--- config.mk ---
export PLATFORM = sky130hd
export DESIGN_NAME = restoring_divider_4bit
export DESIGN_NICKNAME = d
export VERILOG_FILES = /design/src/rtl/restoring_divider_4bit.sv
export SDC_FILE = /design/constraint.sdc
export NUM_CORES = 1
export LEC_CHECK = 0
export ABC_AREA = 1
export CELL_PAD_IN_SITES_DETAIL_PLACEMENT = 0
export CELL_PAD_IN_SITES_GLOBAL_PLACEMENT = 2
export CORE_MARGIN = 1.5
export CORE_UTILIZATION = 29
export DETAILED_ROUTE_END_ITERATION = 10
export GPL_TIMING_DRIVEN = 0
export HOLD_SLACK_MARGIN = 0.08
export PLACE_DENSITY_LB_ADDON = 0.1
export SETUP_SLACK_MARGIN = 0.2
export SLEW_MARGIN = 0
export SYNTH_ARGS = -nofsm -noshare
export SYNTH_HDL_FRONTEND = slang
export SYNTH_SLANG_ARGS = --single-unit
--- constraint.sdc ---
create_clock -name clk -period 1.6 [get_ports clk]
set_input_delay 0.16 -clock clk [delete_from_list [all_inputs] [get_ports clk]]
set_output_delay 0.16 -clock clk [all_outputs]
set_load 0.005 [all_outputs]
--- src/rtl/restoring_divider_4bit.sv ---
// Sequential unsigned restoring divider, one quotient bit per clock.
// Optional DIVZERO_DETECT_EN: zero divisor short-circuits straight to DONE.
module restoring_divider_4bit #(
    parameter int N = 4
) (
    input  logic         clk,
    input  logic         rst,
    input  logic         start,
    input  logic [N-1:0] dividend,
    input  logic [N-1:0] divisor,
    output logic         busy,
    output logic         done,
    output logic [N-1:0] quotient,
    output logic [N-1:0] remainder,
    output logic         div_by_zero
);

    localparam int CW = (N > 1) ? $clog2(N) : 1;

    typedef enum logic [1:0] {IDLE, RUN, DONE} state_t;

    state_t        state;
    logic [N-1:0]  w_q;
    logic [N:0]    w_r;
    logic [N-1:0]  d;
    logic [CW-1:0] cnt;

    logic [N:0]    s;
    logic [N+1:0]  sum;
    logic          c;
    logic [N-1:0]  nq;
    logic [N:0]    nr;

    // Trial subtraction as S + ~D + 1; carry-out set means S >= D
    always_comb begin
        s   = {w_r[N-1:0], w_q[N-1]};
        sum = {1'b0, s} + {1'b0, ~{1'b0, d}} + {{(N+1){1'b0}}, 1'b1};
        c   = sum[N+1];
        nq  = {w_q[N-2:0], c};
        nr  = c ? sum[N:0] : s;
    end

`ifdef DIVZERO_DETECT_EN
    logic dz_r;
    assign div_by_zero = dz_r;
`else
    assign div_by_zero = 1'b0;
`endif

    always_ff @(posedge clk) begin
        if (rst) begin
            state     <= IDLE;
            w_q       <= '0;
            w_r       <= '0;
            d         <= '0;
            cnt       <= '0;
            busy      <= 1'b0;
            done      <= 1'b0;
            quotient  <= '0;
            remainder <= '0;
`ifdef DIVZERO_DETECT_EN
            dz_r      <= 1'b0;
`endif
        end else begin
            unique case (state)
                IDLE: begin
                    done <= 1'b0;
                    if (start) begin
`ifdef DIVZERO_DETECT_EN
                        if (divisor == '0) begin
                            state     <= DONE;
                            busy      <= 1'b1;
                            done      <= 1'b1;
                            quotient  <= '1;
                            remainder <= dividend;
                            dz_r      <= 1'b1;
                        end else
`endif
                        begin
                            state <= RUN;
                            busy  <= 1'b1;
                            w_q   <= dividend;
                            w_r   <= '0;
                            d     <= divisor;
                            cnt   <= '0;
                        end
                    end
                end
                RUN: begin
                    w_q <= nq;
                    w_r <= nr;
                    cnt <= cnt + 1'b1;
                    if (cnt == CW'(N - 1)) begin
                        state     <= DONE;
                        done      <= 1'b1;
                        quotient  <= nq;
                        remainder <= nr[N-1:0];
`ifdef DIVZERO_DETECT_EN
                        dz_r      <= 1'b0;
`endif
                    end
                end
                DONE: begin
                    state <= IDLE;
                    busy  <= 1'b0;
                    done  <= 1'b0;
                end
                default: state <= IDLE;
            endcase
        end
    end

endmodule

==> results.yml <==
routing:
  vias_per_cell: 4.42
  drc: 0
  top_layer_used: "met4"
  wl_met3_um: 49
  wl_met2_mm: 1.31
  wirelength_mm: 2.65
  dr_total_vias: 1044
  drt_first_pass_iters: 4
  antenna_left: 0
  met1_length_mm: 1.26
  wl_per_cell_um: 11.2
  drtIter0Drc: 54
global_route:
  grt-ovfl-total: 0
  grt_first_pass_wirelength_mm: 4.47
  antenna_found_initial: 0
  grt_pass1_vias: 983
  grt_start_max_net_pins: 16
  grtUsageTotal_pct: 13.2
setup_path:
  cp_cell_sequence: "inv_2 > ha_4 > inv_2 > fa_2 > xor2_1 > nand2_1 > nand2_2 > o21bai_1 > inv_1"
  crit_arrival_ps: 1600
  r2r_cells: 9
  worst_setup_path_start_kind: "register"
  cp-end-kind: "register"
  reg2reg_from: "w_q[3]"
  path_class: "reg -> reg"
  reg2reg_to: "remainder[2]"
  slowest_stage: "dfxtp_2"
  critical_path.most_common_cell: "inv_2"
  crit_path_start: "w_q[3]"
  critPathMaxStageDelay_ps: 330
  critical_path_required_ps: 1770
  reg2reg_slack_ps: 170
  cp_max_fo: 2
timing:
  hold_violations: 0
  drv_slew: 0
  rsz0062_at_grt: "true"
  finClkSkew_ps: 2.28
  setup_viol: 0
  worstMarginPinSlew_ps: 658
  finalSetupTns_ps: 0
  post-route-period-util_pct: 89.4
  max_slew_margin_pct: 56.2
  fin_crit_ps: 1430
  timing.fmax_mhz: 699
pwr:
  leakage_nw: 0.697
  p_per_area_nw_per_um2: 993
  ir_drop_uv: 340
floorplan:
  die_h_um: 67.6
  start_util_pct: 30.3
  rows: 23
  fp.dieArea_um2: 4570
  coreArea_um2: 4000
  ioPinCount: 22
  die_w_um: 67.6
layout:
  design_area_um2: 1670
  fin_nets: 204
  insertedDiodeCount: 0
  drive_above_1_share_pct: 24.2
  stdcell_count: 236
  area_growth_pct: 37.7
run:
  cap_violations: 0
synth:
  yosysSeqAreaShare_pct: 43.0
  ys_types: 27
  synth_area_um2: 1210
  synth_compound_area_share_pct: 16.0
  yosys_warnings: 0
  synthSimpleGateAreaFrac_pct: 24.0
  synth_top_family_by_area: "simple AND/OR/NAND/NOR gates"
  synthAdderAreaFrac_pct: 6.82
  synth_fp_nets: 172
  muxShareOfSynthArea_pct: 0
  synthCells: 155
  synth_area_per_cell_um2: 7.81
  ys_ff_latch: 26
  synthXorXnorAreaFrac_pct: 0.723
hold_path:
  whs_path_depth: 3
  hold-path-endpoint: "w_q[0]"
  hold_class: "in -> reg"
  worstHoldStart: "dividend[0]"
clocking:
  cts_buffers: 3
  cts_hold_buf: 0
  cts_sinks: 26
  clock_path_buffers: 2
  cts.htree.levels: 1
  cts_tree: "built"
  clk_pin_slew_ps: 90
  clk_latency_ps: 270
  root_buffer: "clkbuf_8"
placed_design:
  dp_cells: 225
  io_buffers: 20
  placed_area_um2: 1480
  hpwl_mm: 2.00
  gp_congestion: 0.749
outcome:
  status: "finished, final reports clean"
Yosys cell counts, drive strengths merged:
cell / instances / area (µm²)
a21oi: 15 / 75.1
a31oi: 1 / 6.26
fa: 1 / 20.0
nor2: 13 / 78.8
buf: 3 / 23.8
o21bai: 1 / 7.51
nand3b: 1 / 7.51
o21ai: 15 / 82.6
xor2: 1 / 8.76
ha: 5 / 62.6
nand4: 1 / 6.26
clkbuf: 1 / 3.75
clkinv: 1 / 8.76
nand2: 36 / 143
conb: 1 / 3.75
nand3: 10 / 55.1
dfxtp: 26 / 521
inv: 20 / 75.1
o21a: 3 / 22.5
metrics by stage:
step / util, % / worst slack [ps] / total power, mW / hold WS, ps
after floorplan: - / 207 / 0.939 / 295
after global placement: 36.9 / 59.0 / 1.03 / 448
after detailed placement: 36.9 / 26.9 / 1.03 / 450
after CTS: 40.5 / 124 / 1.66 / 452
after global routing: 41.7 / 74.6 / 1.77 / 466
final: 41.7 / 169 / 1.66 / 459
final cells by class:
cell class,instances,area [µm²]
fillers,426,2330
multi-input cells,104,644
flip-flops and latches,26,526
repair buffers,27,253
inverters,21,83.8
well taps,50,62.6
clock buffers,3,41.3
clock inverters,1,30.0
plain buffers,4,27.5
critical path, delay by kind of cell, from the launching register on:
family                     cells  cell delay [ps]
adders and majority gates      2              440
xor gates and xnor gates       1              150
AOI/OAI and AO/OA              1              120
buffers and inverters          3              150
and+or+nand+nor                2              150
DFF                            1              330
sequential cells by signal (all words and copies together) (netlist names):
register	cells
w_q	4
cnt	2
state	2
w_r	4
remainder	4
busy	1
quotient	4
done	1
d	4
cell families after synthesis:
kind of cell	after synthesis
fa+ha+maj	6
other cells	1
xor+xnor	1
buf+inv	25
flops	26
compound gates	35
simple gates	61
worst max path at each step:
stage                   end  depth (start not counted)
3_3_place_gp   remainder[2]                          9
6_report       remainder[2]                          9
3_5_place_dp         w_r[2]                         10
2_1_floorplan  remainder[1]                         10
5_1_grt        remainder[2]                          9
4_1_cts              w_r[2]                          9
timing repair:
item / 4_1_cts / 5_1_grt
buffers inserted: 4 / 3
pin swaps: 5 / 5
resized for setup: 15 / 7
endpoints found under the setup margin: 7 / 13
endpoints found under the hold margin: 0 / 0
layer usage:
metal | track usage [%] | vias to the layer above
li1 | - | 560
met1 | 16.5 | 473
met2 | 22.8 | 9
met3 | 2.50 | 2
met4 | 3.83 | 0
met5 | 0 | -
cell usage in the layout, fill, tap and decap left out, drive strengths merged:
master,count
nand3,10
conb,1
inv,20
xor2,1
dfxtp,26
nand2,36
clkinv,1
clkbuf,4
nand4,1
ha,5
nand3b,1
o21bai,1
a21oi,15
bufinv,1
o21a,3
clkdlybuf4s50,20
buf,10
a31oi,1
fa,1
nor2,13
o21ai,15
power by group:
group          internal, mW  switching, mW
Combinational         0.180          0.224
Clock                 0.335          0.211
Sequential            0.685         0.0220
Power figures use the tool's default switching activity.
